$ cat config.mk
export PLATFORM = sky130hd
export DESIGN_NAME = xgemac_rx_pkt_reader
export DESIGN_NICKNAME = d
export VERILOG_FILES = /design/src/rtl/xgemac_rx_pkt_reader.sv
export SDC_FILE = /design/constraint.sdc
export NUM_CORES = 1
export LEC_CHECK = 0
export BUFFER_PORTS_ARGS = -buffer_cell sky130_fd_sc_hd__buf_2
export CELL_PAD_IN_SITES_DETAIL_PLACEMENT = 2
export CELL_PAD_IN_SITES_GLOBAL_PLACEMENT = 2
export CORE_MARGIN = 3
export CORE_UTILIZATION = 49
export CTS_BUF_LIST = sky130_fd_sc_hd__clkbuf_16
export DETAILED_ROUTE_END_ITERATION = 12
export GPL_TIMING_DRIVEN = 0
export PLACE_DENSITY = 0.82
export SYNTH_ARGS = -nofsm -noshare
export SYNTH_HDL_FRONTEND = slang
export SYNTH_SLANG_ARGS = --single-unit
$ cat constraint.sdc
create_clock -name clk_156m25 -period 4.5 [get_ports clk_156m25]
set_clock_uncertainty 0.2 [all_clocks]
set_input_delay 0.225 -clock clk_156m25 [delete_from_list [all_inputs] [get_ports clk_156m25]]
set_output_delay 0.225 -clock clk_156m25 [all_outputs]
set_load 0.005 [all_outputs]
$ cat src/rtl/xgemac_rx_pkt_reader.sv
// XGEMAC receive packet reader: pulls frames over pkt_rx_avail/pkt_rx_ren, checks SOP/EOP framing and
// presents words through a show-ahead FIFO. Define XGEMAC_RX_READER_BYTE_CNT_EN to add the 48-bit byte counter.
module xgemac_rx_pkt_reader #(
  parameter int FIFO_DEPTH = 16,
  parameter int FRM_CNT_W  = 32,
  parameter int ERR_CNT_W  = 16
) (
  input  logic                 clk_156m25,
  input  logic                 reset_156m25_n,
  input  logic                 pkt_rx_avail,
  output logic                 pkt_rx_ren,
  input  logic                 pkt_rx_val,
  input  logic [63:0]          pkt_rx_data,
  input  logic                 pkt_rx_sop,
  input  logic                 pkt_rx_eop,
  input  logic [2:0]           pkt_rx_mod,
  input  logic                 pkt_rx_err,
  output logic                 out_valid,
  input  logic                 out_ready,
  output logic [63:0]          out_data,
  output logic                 out_sop,
  output logic                 out_eop,
  output logic [2:0]           out_mod,
  output logic                 out_err,
  input  logic                 clr_stats,
  output logic [FRM_CNT_W-1:0] frame_cnt,
  output logic [ERR_CNT_W-1:0] err_cnt
`ifdef XGEMAC_RX_READER_BYTE_CNT_EN
  ,
  output logic [47:0]          byte_cnt
`endif
);

  localparam int AW = $clog2(FIFO_DEPTH);
  localparam int CW = AW + 1;
  localparam logic [CW-1:0] DEPTH_C = CW'(FIFO_DEPTH);

  typedef enum logic {IDLE, READ} state_t;

  typedef struct packed {
    logic [63:0] data;
    logic        sop;
    logic        eop;
    logic [2:0]  mod;
    logic        err;
  } entry_t;

  state_t        state, state_next;
  logic          ren_q;
  logic [CW-1:0] count;
  logic [AW-1:0] rd_ptr, wr_ptr;
  entry_t        mem [FIFO_DEPTH];
  entry_t        head, push_entry;
  logic          full, empty, space_ok, rx_last;
  logic          push, pop, drop, bad_sop;
  logic          in_frame, frm_bad;
  logic          frame_inc, err_inc;

  assign full     = (count == DEPTH_C);
  assign empty    = (count == '0);
  assign rx_last  = pkt_rx_val & pkt_rx_eop;
  // Room for one more word after the one possibly still in flight from last cycle's read.
  assign space_ok = (count + CW'(ren_q)) < DEPTH_C;

  always_ff @(posedge clk_156m25 or negedge reset_156m25_n) begin
    if (!reset_156m25_n) begin
      state <= IDLE;
      ren_q <= 1'b0;
    end else begin
      state <= state_next;
      ren_q <= pkt_rx_ren;
    end
  end

  always_comb begin
    state_next = state;
    pkt_rx_ren = 1'b0;
    case (state)
      IDLE: if (pkt_rx_avail && space_ok) state_next = READ;
      READ: begin
        pkt_rx_ren = space_ok && !rx_last;
        if (rx_last) state_next = IDLE;
      end
      default: state_next = IDLE;
    endcase
  end

  always_comb begin
    push       = 1'b0;
    drop       = 1'b0;
    bad_sop    = 1'b0;
    push_entry = '0;
    if (pkt_rx_val) begin
      if (full || (!in_frame && !pkt_rx_sop)) begin
        drop = 1'b1;
      end else begin
        push            = 1'b1;
        bad_sop         = pkt_rx_sop & in_frame;
        push_entry.data = pkt_rx_data;
        push_entry.sop  = pkt_rx_sop & ~in_frame;
        push_entry.eop  = pkt_rx_eop;
        push_entry.mod  = pkt_rx_mod;
        push_entry.err  = pkt_rx_eop & (pkt_rx_err | frm_bad | bad_sop);
      end
    end
  end

  assign pop       = ~empty & out_ready;
  assign frame_inc = push & pkt_rx_eop;
  assign err_inc   = drop | (push & push_entry.err);

  always_ff @(posedge clk_156m25 or negedge reset_156m25_n) begin
    if (!reset_156m25_n) begin
      in_frame <= 1'b0;
      frm_bad  <= 1'b0;
    end else begin
      if (rx_last)                      in_frame <= 1'b0;
      else if (pkt_rx_val && pkt_rx_sop) in_frame <= 1'b1;
      if (frame_inc)    frm_bad <= 1'b0;
      else if (bad_sop) frm_bad <= 1'b1;
    end
  end

  always_ff @(posedge clk_156m25 or negedge reset_156m25_n) begin
    if (!reset_156m25_n) begin
      rd_ptr <= '0;
      wr_ptr <= '0;
      count  <= '0;
    end else begin
      if (push) wr_ptr <= wr_ptr + AW'(1);
      if (pop)  rd_ptr <= rd_ptr + AW'(1);
      if (push && !pop)      count <= count + CW'(1);
      else if (!push && pop) count <= count - CW'(1);
    end
  end

  always_ff @(posedge clk_156m25) begin
    if (push) mem[wr_ptr] <= push_entry;
  end

  // Gate the head with empty so stale storage never leaks out after reset.
  assign head      = empty ? '0 : mem[rd_ptr];
  assign out_valid = ~empty;
  assign out_data  = head.data;
  assign out_sop   = head.sop;
  assign out_eop   = head.eop;
  assign out_mod   = head.mod;
  assign out_err   = head.err;

  always_ff @(posedge clk_156m25 or negedge reset_156m25_n) begin
    if (!reset_156m25_n) begin
      frame_cnt <= '0;
      err_cnt   <= '0;
    end else if (clr_stats) begin
      frame_cnt <= '0;
      err_cnt   <= '0;
    end else begin
      if (frame_inc && (frame_cnt != '1)) frame_cnt <= frame_cnt + FRM_CNT_W'(1);
      if (err_inc && (err_cnt != '1))     err_cnt   <= err_cnt + ERR_CNT_W'(1);
    end
  end

`ifdef XGEMAC_RX_READER_BYTE_CNT_EN
  logic [3:0] byte_add;
  assign byte_add = (!pkt_rx_eop || (pkt_rx_mod == 3'd0)) ? 4'd8 : {1'b0, pkt_rx_mod};

  always_ff @(posedge clk_156m25 or negedge reset_156m25_n) begin
    if (!reset_156m25_n)  byte_cnt <= '0;
    else if (clr_stats)   byte_cnt <= '0;
    else if (push)        byte_cnt <= byte_cnt + 48'(byte_add);
  end
`endif

endmodule

==> results of run 1 <==
[logic make-up after synthesis]
kind of cell,count (synthesis)
buf+inv,125
simple gates,329
xor+xnor,16
flops,1185
fa+ha+maj,12
compound gates,86
mux,360
[cells in the mapped netlist (15+ instances only)]
master / count
clkbuf_1: 70
a21oi_1: 38
or3_1: 19
o31ai_1: 15
dfrtp_1: 65
nor2_1: 28
edfxtp_1: 1120
nand4_1: 17
o21ai_0: 23
buf_2: 29
and2_1: 150
or4_1: 16
mux4_2: 350
nand3_1: 26
nand2_1: 25
[stage by stage]
step	TNS, ps	utilization [%]	worst slack, ps	hold WS, ps
2_1_floorplan	0	-	867	-271
3_5_place_dp	-192	52.9	-192	222
3_3_place_gp	-1593680	52.4	-2210	271
==> impl_metrics.yaml, run 1 <==
synth:
  synth-xor-area-share_pct: 0.301
  synth_top_family_by_area: "multiplexers"
  ys.flop_type: "edfxtp_1"
  synthAdderAreaFrac_pct: 0.339
  yosys.area.top_type_share_pct: 72.3
  synth_compound_area_share_pct: 1.09
  synthSimpleGateAreaFrac_pct: 4.24
  syn_inst: 2113
  yosysTopAreaCell: "edfxtp_1"
  yosysUniqueCellTypes: 47
  synth.area.top_cells: "edfxtp_1 72%, mux4_2 17%, dfrtp_1 3.5%"
  synthMuxAreaShare_pct: 17.2
  synth_nets: 2201
  yosysWarnings: 0
  synth-edff-count: 1120
  synth.cell_area_um2: 46500
  async_flop_share_pct: 5.49
  synth_seq_cells: 1185
  yosysSeqAreaShare_pct: 75.7
  syn_avg_cell_area_um2: 22.0
floorplan:
  initial_core_util_pct: 49.7
  rows: 112
  die_x_um: 314
  fp.dieH_um: 314
  pin_count: 196
placement:
  gp_congestion: 0.797
  placedCellCount: 3579
  numPortBuffers: 194
  dpl-instance-area_um2: 49600
  place_hpwl_um: 98400
clocking:
  cts_max_path_buffers: 3
  htree_levels: 4
  post_cts_buffers: 0
  root_buffer: "clkbuf_16"
  cts_hold_buffers: 57
  cts_inserted_buffers: 132
  cts.sink_count: 1185
  cts_resized: 14
run_status:
  lastStage: "clock tree synthesis"
  outcome: "did not finish"
  firstError: "[ERROR DPL-0033] detailed placement checks failed during check placement."
==> run 2: changes to the inputs <==
==> config.mk (replaced) <==
export PLATFORM = sky130hd
export DESIGN_NAME = xgemac_rx_pkt_reader
export DESIGN_NICKNAME = d
export VERILOG_FILES = /design/src/rtl/xgemac_rx_pkt_reader.sv
export SDC_FILE = /design/constraint.sdc
export NUM_CORES = 1
export LEC_CHECK = 0
export BUFFER_PORTS_ARGS = -buffer_cell sky130_fd_sc_hd__buf_2
export CORE_MARGIN = 3
export CORE_UTILIZATION = 35
export DETAILED_ROUTE_END_ITERATION = 12
export GPL_TIMING_DRIVEN = 0
export PLACE_DENSITY_LB_ADDON = 0.15
export SYNTH_ARGS = -nofsm -noshare
export SYNTH_HDL_FRONTEND = slang
export SYNTH_SLANG_ARGS = --single-unit
==> run 2 against run 1 <==
Net effect:
- the flow now finishes without violations
- area after synthesis unchanged
- synthesized cell count unchanged
==> impl_metrics.yaml, run 2 <==
run_status:
  outcome: "completed"
sta:
  fin_crit_sh_pct: 96.0
  slew_violations: 0
  grt_setup_unrepaired: "no"
  min_period_ps: 4320
  worst_pin_slew_ps: 1280
  tns_ps: 0
  holdWs_ps: 222
  max_slew_margin_pct: 14.4
  finalHoldViolCount: 0
  setup_viol: 0
  timing.fmax_ghz: 0.231
power:
  p_leak_nw: 18.0
  p_per_area_nw_per_um2: 606
  max-vdd-ir-drop_v: 0.000505
final_layout:
  fill_cells: 11603
  top_register: "mem"
  largest_reg_flops: 1120
  layout_commonest_cell: "edfxtp_1"
  syn2layout_area_growth_pct: 18.4
  top_regs: "mem: 1120 flops, frame_cnt: 32 flops, err_cnt: 16 flops"
  seqCellArea_um2: 35300
  multi_input_area_um2: 10800
  stdcell_count: 4389
  final_cell_mix: "1120 x edfxtp_1, 350 x mux4_2, 222 x buf_2, 138 x and2_1, 134 x clkbuf_16"
  nNetsFinal: 2627
  drive_above_1_share_pct: 30.6
  fin_util_pct: 41.8
synth:
  ys.flop_type: "edfxtp_1"
  synth-edff-count: 1120
  yosysUniqueCellTypes: 47
  synth_nets: 2201
  synth.area.top_cells: "edfxtp_1 72%, mux4_2 17%, dfrtp_1 3.5%"
  synth.cell_area_um2: 46500
  syn_inst: 2113
  yosysSeqAreaShare_pct: 75.7
  yosysTopAreaCell: "edfxtp_1"
  synth.cells.most_frequent: "1120 x edfxtp_1, 350 x mux4_2, 150 x and2_1"
  synth_seq_cells: 1185
  yosysWarnings: 0
  yosys.area.top_type_share_pct: 72.3
  syn_avg_cell_area_um2: 22.0
  synth.most_common_cell: "edfxtp_1"
  async_flop_share_pct: 5.49
global_routing:
  grt_max_degree: 66
  antenna_found_initial: 4
  first_global_vias: 24866
  track_usage_pct: 18.3
  gr-total-overflow: 0
  grt_pass1_wl_um: 178000
clocking:
  path_clk_slew_ps: 60
  root_buffer: "clkbuf_16"
  post_cts_buffers: 0
  cts.sink_count: 1185
  insertion_delay_ps: 720
  cts_tree: "built"
  htree_levels: 4
  cts_max_path_buffers: 3
  cts_inserted_buffers: 130
critical_path:
  critPathKind: "register to output port"
  start_kind: "register"
  crit_fanout: 10
  crit_required_ps: 4070
  crit_path_start: "rd_ptr[2]"
  endpoint_kind: "output port"
  arrival_ps: 3900
  regToRegStartpoint: "count[0]"
floorplan:
  die_x_um: 371
  fp.dieH_um: 371
  rows: 133
  die-area_um2: 137000
  pin_count: 196
  coreArea_um2: 132000
  initial_core_util_pct: 35.3
drt:
  ant_nets: 0
  drt-wirelength-per-cell_um: 28.4
  viasPerCell: 5.29
  post-route-drc-count: 0
  firstDrtPassIters: 6
  via_count: 23234
  routed_wl_um: 125000
  drt_iter0_drc: 1989
min_path:
  hold_path_class: "input pin to register"
  worstHoldStart: "out_ready"
placement:
  placedCellCount: 4082
  numPortBuffers: 194
  gp_congestion: 0.769
  place_hpwl_um: 70600
job:
  max-cap-violations: 0
[run 2: worst paths after layout]
kind                       cells after the start  slack, ps            end
max                                            5        180   out_data[27]
max in group asynchronous                      4       3410      wr_ptr[2]
max reg2reg                                   14        330       count[4]
min reg2reg                                    2        380  frame_cnt[31]
min in group asynchronous                      4        380  frame_cnt[30]
min                                            4        220      rd_ptr[2]
[run 2: layout make-up]
class	count	area share (%)
buffer	110	0.867
clock inverter	62	0.870
timing repair buffer	294	4.25
sequential	1185	64.0
antenna	3	0.0136
multi-input combinational	803	19.6
clock buffer	162	6.29
inverter	15	0.102
tap	1755	3.98
[run 2: per-layer routing]
layer,vias to the layer above,routed length [µm],track usage [%]
li1,9744,-,-
met1,12659,52900,24.5
met2,665,63400,30.9
met3,166,5740,2.96
met4,0,2750,5.08
met5,-,0,0
[run 2: cells by family after synthesis]
group | Yosys count | synth area share [%]
flip-flops | 1185 | 75.7
XOR/XNOR | 16 | 0.301
AO/OA/AOI/OAI | 86 | 1.09
buffers and inverters | 125 | 1.11
AND/OR/NAND/NOR | 329 | 4.24
adder cells (fa/ha/maj) | 12 | 0.339
multiplexers | 360 | 17.2
[run 2: where the power goes]
group | leakage [nW] | internal, mW | switching (mW) | total [mW]
Clock | 1.93 | 5.75 | 4.24 | 9.98
Combinational | 4.87 | 4.68 | 5.45 | 10.1
Sequential | 11.2 | 13.0 | 0.218 | 13.3
Total | 18.0 | 23.5 | 9.91 | 33.4
[run 2: timing repair]
action	in CTS	in global routing
endpoints found under the hold margin	1175	0
hold buffers	80	0
setup endpoints to repair	71	7
gates resized for setup	7	5
[run 2: per-stage QoR]
stage | area, µm² | total power, mW | setup WS, ps
3_5_place_dp | 50300 | 23.9 | -123
2_1_floorplan | 46500 | 19.7 | 867
5_1_grt | 55100 | 34.9 | 0.896
3_3_place_gp | 49700 | 23.7 | -2850
6_report | 55100 | 33.4 | 179
4_1_cts | 55100 | 34.0 | 36.8
[run 2: worst max-delay path, cell delays in order (launching register included)]
cell,delay (ps)
dfrtp_1,330
clkbuf_1,870
clkdlybuf4s15_1,960
mux4_2,690
and2_1,200
buf_2,120
Note: power is estimated with default switching activity, not from simulation.
